<file path="config.mk">
export PLATFORM = sky130hd
export DESIGN_NAME = alu_share_arbiter
export DESIGN_NICKNAME = d
export VERILOG_FILES = /design/src/rtl/alu_share_arbiter.sv
export SDC_FILE = /design/constraint.sdc
export NUM_CORES = 1
export LEC_CHECK = 0
export CORE_MARGIN = 3
export CORE_UTILIZATION = 49
export CTS_BUF_LIST = sky130_fd_sc_hd__clkbuf_2
export DETAILED_ROUTE_END_ITERATION = 6
export GPL_ROUTABILITY_DRIVEN = 0
export PLACE_DENSITY = 0.89
export SLEW_MARGIN = 20
export SYNTH_ARGS = -nofsm -noshare
export SYNTH_HDL_FRONTEND = slang
export SYNTH_SLANG_ARGS = --single-unit
</file>
<file path="constraint.sdc">
create_clock -name Clk -period 5.11 [get_ports Clk]
set_input_delay 0.511 -clock Clk [delete_from_list [all_inputs] [get_ports Clk]]
set_output_delay 0.511 -clock Clk [all_outputs]
set_load 0.01 [all_outputs]
</file>
<file path="src/rtl/alu_share_arbiter.sv">
// -----------------------------------------------------------------------------
// alu_share_arbiter
// Shares one 32-bit ALU between two requesters. A round-robin arbiter picks a
// requester in IDLE, the chosen operands are registered onto the ALU inputs
// (together with the pre-shifted B operand), the ALU is given EXEC_CYCLES
// cycles to settle, and the captured BusW/Zero is returned with the
// requester id over a valid/ready response channel.
//
// Ports:
//   Clk, Reset            clock, synchronous active-high reset
//   reqN_valid/ready      request handshake for requester N (N = 0, 1)
//   reqN_ctrl/a/b/shmt    ALU control code, operands and shift amount
//   alu_busa/busb/ctrl    registered ALU inputs
//   alu_shmt/shift        registered shift amount and (busb >> shmt)
//   alu_busw/alu_zero     ALU result and zero flag
//   rsp_valid/ready       response handshake
//   rsp_id/data/zero/err  requester index, captured result, zero flag,
//                         unassigned-control-code flag
// -----------------------------------------------------------------------------
module alu_share_arbiter #(
   parameter int unsigned EXEC_CYCLES = 1
) (
   input  logic        Clk,
   input  logic        Reset,
   input  logic        req0_valid,
   output logic        req0_ready,
   input  logic [3:0]  req0_ctrl,
   input  logic [31:0] req0_a,
   input  logic [31:0] req0_b,
   input  logic [4:0]  req0_shmt,
   input  logic        req1_valid,
   output logic        req1_ready,
   input  logic [3:0]  req1_ctrl,
   input  logic [31:0] req1_a,
   input  logic [31:0] req1_b,
   input  logic [4:0]  req1_shmt,
   output logic [31:0] alu_busa,
   output logic [31:0] alu_busb,
   output logic [31:0] alu_shift,
   output logic [3:0]  alu_ctrl,
   output logic [4:0]  alu_shmt,
   input  logic [31:0] alu_busw,
   input  logic        alu_zero,
   output logic        rsp_valid,
   input  logic        rsp_ready,
   output logic        rsp_id,
   output logic [31:0] rsp_data,
   output logic        rsp_zero,
   output logic        rsp_err
);

   typedef enum logic [1:0] {
      ST_IDLE = 2'd0,
      ST_EXEC = 2'd1,
      ST_RESP = 2'd2
   } state_e;

   // Counter load value: the ALU inputs are held EXEC_CYCLES cycles before capture.
   localparam logic [3:0] CNT_LOAD = 4'(EXEC_CYCLES - 1);

   // Codes 0101 and 1111 are not decoded by the ALU; they are flagged, not blocked.
   function automatic logic is_unassigned(input logic [3:0] ctrl);
      return (ctrl == 4'b0101) || (ctrl == 4'b1111);
   endfunction

   state_e      state_q,      state_d;
   logic        last_grant_q, last_grant_d;
   logic [3:0]  cnt_q,        cnt_d;
   logic [31:0] busa_q,       busa_d;
   logic [31:0] busb_q,       busb_d;
   logic [31:0] shift_q,      shift_d;
   logic [3:0]  ctrl_q,       ctrl_d;
   logic [4:0]  shmt_q,       shmt_d;
   logic        id_q,         id_d;
   logic        err_q,        err_d;
   logic        rsp_valid_q,  rsp_valid_d;
   logic        rsp_id_q,     rsp_id_d;
   logic [31:0] rsp_data_q,   rsp_data_d;
   logic        rsp_zero_q,   rsp_zero_d;
   logic        rsp_err_q,    rsp_err_d;

   logic        grant_vld_s;
   logic        grant_id_s;
   logic        accept_s;
   logic [3:0]  sel_ctrl_s;
   logic [31:0] sel_a_s;
   logic [31:0] sel_b_s;
   logic [4:0]  sel_shmt_s;

   // Round-robin grant: on a tie the port that did not win last time is chosen.
   always_comb begin
      grant_vld_s = 1'b0;
      grant_id_s  = 1'b0;
      if (req0_valid && req1_valid) begin
         grant_vld_s = 1'b1;
         grant_id_s  = ~last_grant_q;
      end else if (req0_valid) begin
         grant_vld_s = 1'b1;
         grant_id_s  = 1'b0;
      end else if (req1_valid) begin
         grant_vld_s = 1'b1;
         grant_id_s  = 1'b1;
      end else begin
         grant_vld_s = 1'b0;
         grant_id_s  = 1'b0;
      end
   end

   assign accept_s   = (state_q == ST_IDLE) && grant_vld_s;
   assign req0_ready = accept_s && !grant_id_s;
   assign req1_ready = accept_s &&  grant_id_s;

   assign sel_ctrl_s = grant_id_s ? req1_ctrl : req0_ctrl;
   assign sel_a_s    = grant_id_s ? req1_a    : req0_a;
   assign sel_b_s    = grant_id_s ? req1_b    : req0_b;
   assign sel_shmt_s = grant_id_s ? req1_shmt : req0_shmt;

   // Next-state logic: every register holds unless its state says otherwise.
   always_comb begin
      state_d      = state_q;
      last_grant_d = last_grant_q;
      cnt_d        = cnt_q;
      busa_d       = busa_q;
      busb_d       = busb_q;
      shift_d      = shift_q;
      ctrl_d       = ctrl_q;
      shmt_d       = shmt_q;
      id_d         = id_q;
      err_d        = err_q;
      rsp_valid_d  = rsp_valid_q;
      rsp_id_d     = rsp_id_q;
      rsp_data_d   = rsp_data_q;
      rsp_zero_d   = rsp_zero_q;
      rsp_err_d    = rsp_err_q;
      case (state_q)
         ST_IDLE: begin
            if (grant_vld_s) begin
               busa_d       = sel_a_s;
               busb_d       = sel_b_s;
               shift_d      = sel_b_s >> sel_shmt_s;
               ctrl_d       = sel_ctrl_s;
               shmt_d       = sel_shmt_s;
               id_d         = grant_id_s;
               err_d        = is_unassigned(sel_ctrl_s);
               last_grant_d = grant_id_s;
               cnt_d        = CNT_LOAD;
               state_d      = ST_EXEC;
            end else begin
               state_d      = ST_IDLE;
            end
         end
         ST_EXEC: begin
            if (cnt_q == 4'd0) begin
               rsp_data_d  = alu_busw;
               rsp_zero_d  = alu_zero;
               rsp_id_d    = id_q;
               rsp_err_d   = err_q;
               rsp_valid_d = 1'b1;
               state_d     = ST_RESP;
            end else begin
               cnt_d       = cnt_q - 4'd1;
            end
         end
         ST_RESP: begin
            if (rsp_ready) begin
               rsp_valid_d = 1'b0;
               state_d     = ST_IDLE;
            end else begin
               rsp_valid_d = 1'b1;
            end
         end
         default: begin
            rsp_valid_d = 1'b0;
            state_d     = ST_IDLE;
         end
      endcase
   end

   // State register; reset aborts any in-flight operation.
   always_ff @(posedge Clk) begin
      if (Reset) begin
         state_q      <= ST_IDLE;
         last_grant_q <= 1'b1;
         cnt_q        <= 4'd0;
         busa_q       <= 32'd0;
         busb_q       <= 32'd0;
         shift_q      <= 32'd0;
         ctrl_q       <= 4'd0;
         shmt_q       <= 5'd0;
         id_q         <= 1'b0;
         err_q        <= 1'b0;
         rsp_valid_q  <= 1'b0;
         rsp_id_q     <= 1'b0;
         rsp_data_q   <= 32'd0;
         rsp_zero_q   <= 1'b0;
         rsp_err_q    <= 1'b0;
      end else begin
         state_q      <= state_d;
         last_grant_q <= last_grant_d;
         cnt_q        <= cnt_d;
         busa_q       <= busa_d;
         busb_q       <= busb_d;
         shift_q      <= shift_d;
         ctrl_q       <= ctrl_d;
         shmt_q       <= shmt_d;
         id_q         <= id_d;
         err_q        <= err_d;
         rsp_valid_q  <= rsp_valid_d;
         rsp_id_q     <= rsp_id_d;
         rsp_data_q   <= rsp_data_d;
         rsp_zero_q   <= rsp_zero_d;
         rsp_err_q    <= rsp_err_d;
      end
   end

   assign alu_busa  = busa_q;
   assign alu_busb  = busb_q;
   assign alu_shift = shift_q;
   assign alu_ctrl  = ctrl_q;
   assign alu_shmt  = shmt_q;
   assign rsp_valid = rsp_valid_q;
   assign rsp_id    = rsp_id_q;
   assign rsp_data  = rsp_data_q;
   assign rsp_zero  = rsp_zero_q;
   assign rsp_err   = rsp_err_q;

endmodule
</file>
==> results.py <==
metrics = {
    "floorplanning": {
        "die_h_um": 136,
        "die_area_mm2": 0.0186,
        "coreArea_mm2": 0.0166,
        "num_rows": 47,
        "die_x_um": 136,
        "start_util_pct": 50.2,
        "pin_count": 327,
    },
    "sta": {
        "clock_skew_ns": 0.0429,
        "setup_viol": 0,
        "hold_viol_final": 0,
        "min_period_ns": 3.61,
        "holdWs_ns": 0.233,
        "tightest_slew_ns": 0.981,
        "rsz0062_at_grt": "false",
        "finalMaxSlewViolations": 0,
        "timing.setup.tns_ns": 0,
        "slew_headroom_pct": 34.6,
        "max_freq_ghz": 0.277,
        "fin_crit_sh_pct": 70.6,
    },
    "setup_path": {
        "path_common_cell": "buf_4",
        "cp_max_fo": 37,
        "cp.arrival_ns": 3.10,
        "worstPathCellList": "a21boi_4, buf_4, nor2_2, buf_4, clkdlybuf4s50_1",
        "startpoint_type": "flop",
        "critPathMaxStageDelay_ns": 0.60,
        "crit_type": "reg -> out",
        "cp_num_buf_inv": 3,
        "cp_slowest_cell": "a21boi_4",
        "crit_family": "buffers and inverters",
        "reg2reg_depth": 7,
        "worstPathRequired_ns": 4.60,
        "path_depth": 5,
        "endpoint_kind": "output pin",
    },
    "grt": {
        "grt_max_degree": 85,
        "antenna_found_initial": 1,
        "grt_pass1_wl_mm": 46.2,
        "grt-ovfl-total": 0,
        "grt_pass1_vias": 8564,
        "grtUsageTotal_pct": 31.6,
    },
    "clocking": {
        "cts_tree": "built",
        "cts_buffers": 17,
        "cts-root-buf": "clkbuf_2",
        "hold_buffers": 0,
        "htree_levels": 4,
        "cts-resized-gates": 0,
        "postCtsSetupBuffers": 0,
        "clk_pin_slew_ns": 0.24,
        "cts_buffer_depth": 2,
        "clk_latency_ns": 0.80,
        "clkSinkCount": 150,
    },
    "placed_design": {
        "placedInstanceArea_mm2": 0.0116,
        "io_buffers": 326,
        "dp_cells": 1459,
        "hpwlAfterDp_mm": 22.8,
    },
    "route": {
        "vias_per_cell": 6.16,
        "drt_iter0_markers": 1263,
        "routed_wirelength_mm": 30.6,
        "wl_per_cell_um": 20.5,
        "drtPass1Iterations": 7,
        "drc": 2,
        "postRouteAntennaNets": 0,
        "vias": 9192,
    },
    "logic_synthesis": {
        "yosysWarnings": 0,
        "synthAdderAreaFrac_pct": 0.752,
        "synth_top_family_by_area": "compound AO/OA/AOI/OAI gates",
        "synth_ff_type": "dfxtp_1",
        "synth_seq_cells": 150,
        "synthSimpleGateAreaFrac_pct": 18.4,
        "yosys.area.top_type": "dfxtp_1",
        "synth_cell_types": 63,
        "syn_inst": 989,
        "yosys.area.top_type_share_pct": 36.1,
        "syn-num-nets": 1178,
        "synth_seq_area_share_pct": 36.1,
        "synth_area_leaders": "dfxtp_1 36%, nand2_1 9.3%, mux4_2 8.4%",
        "synth_edf_count": 0,
        "synth-xor-area-share_pct": 0.421,
        "syn_area_mm2": 0.00832,
        "synth_compound_area_share_pct": 22.6,
        "syn_avg_cell_area_um2": 8.41,
        "synth.area.mux_share_pct": 16.6,
        "ys_async_sr_fraction_pct": 0,
    },
    "finish": {
        "stdcell_area_mm2": 0.0118,
        "layout_common_cells": "323 x clkdlybuf4s50_1, 207 x nand2_1, 150 x dfxtp_1, 124 x nor2_1, 65 x a21oi_1",
        "nFillCells": 1272,
        "syn_to_final_growth_pct": 42.4,
        "fin_cells": 1492,
        "final_common_cell": "clkdlybuf4s50_1",
        "final_nets": 1447,
        "drive_above_1_share_pct": 8.89,
    },
    "min_path": {
        "hp-class": "in -> reg",
        "whs_path_depth": 2,
    },
    "pwr": {
        "power_mw": 4.57,
        "vdd_ir_drop_max_uv": 209,
        "powerDensity_mw_per_mm2": 386,
        "p_leak_nw": 4.41,
    },
    "run": {
        "maxCapViolCount": 0,
    },
    "status": {
        "status": "finished with violations",
        "violations": "DRC",
    },
}
-- per-layer routing --
| metal | global-route usage (%) | vias to the layer above | share of wire (%) |
|---|---|---|---|
| li1 | - | 4169 | - |
| met1 | 42.0 | 4273 | 38 |
| met2 | 47.8 | 666 | 46 |
| met3 | 11.9 | 84 | 13 |
| met4 | 9.85 | 0 | 2.9 |
| met5 | 0 | - | 0 |
-- through the flow --
step                      worst slack, ns  utilization (%)
final                                1.50             71.4
after global placement               1.53             70.0
after detailed placement             1.43             70.0
after global routing                 1.30             71.4
after CTS                            1.50             71.4
after floorplan                      2.61                -
-- path summary, 6_finish.rpt --
| check | slack, ns | start | end |
|---|---|---|---|
| setup / recovery | 1.50 | last_grant_q | req0_ready |
| hold / removal | 0.23 | Reset | alu_shift[25] |
| hold reg to reg | 0.46 | alu_shift[19] | alu_shift[19] |
| setup reg to reg | 2.10 | last_grant_q | alu_shift[7] |
-- worst reg2reg max path, cell delays in order, from the launching register on --
cell and delay, ns:
dfxtp_1 0.40, a21boi_4 0.60, mux2i_4 0.69, a21boi_0 0.61
nor2_1 0.09, a21oi_1 0.25, a21oi_1 0.14, o211ai_1 0.18
-- registers in the layout, summed over array words and instances (netlist names) --
register,cells
alu_busa,32
alu_busb,32
alu_shift,32
rsp_data,32
alu_shmt,5
alu_ctrl,4
cnt_q,4
state_q,2
err_q,1
id_q,1
last_grant_q,1
rsp_err,1
rsp_id,1
rsp_valid,1
rsp_zero,1
-- cell usage after synthesis (all sizes together), types with 3 or more instances --
master,number
a211o,3
a211oi,21
a21oi,67
a222oi,34
a22oi,20
a311oi,39
a31oi,3
a32oi,9
and2,6
and3,3
buf,30
clkbuf,59
dfxtp,150
ha,5
inv,12
mux2,16
mux2i,48
mux4,31
nand2,208
nand3,6
nand3b,3
nor2,126
nor2b,9
nor3,5
o211ai,9
o21ai,26
o22ai,3
xnor2,4
-- cell families after synthesis --
group                    after synthesis
buffers and inverters                101
XOR/XNOR                               4
multiplexers                          95
adder cells (fa/ha/maj)                5
AO/OA/AOI/OAI                        256
flip-flops                           150
AND/OR/NAND/NOR                      378
-- cell type report --
cell class / instances / area, um2 / share of cell area [%]
Multi-Input combinational cell: 738 / 4930 / 41.6
Timing Repair Buffer: 339 / 3360 / 28.4
Sequential cell: 150 / 3000 / 25.3
Tap cell: 220 / 275 / 2.32
Clock inverter: 14 / 145 / 1.23
Clock buffer: 18 / 90.1 / 0.760
Inverter: 12 / 45.0 / 0.380
Antenna cell: 1 / 2.50 / 0.0211
-- where the power goes --
part	internal, mW	switching (mW)	total, mW
Combinational	1.05	1.20	2.25
Clock	0.192	0.491	0.683
Sequential	1.46	0.176	1.64
Total	2.70	1.87	4.57
No activity file was read; power rests on OpenSTA's default activity.
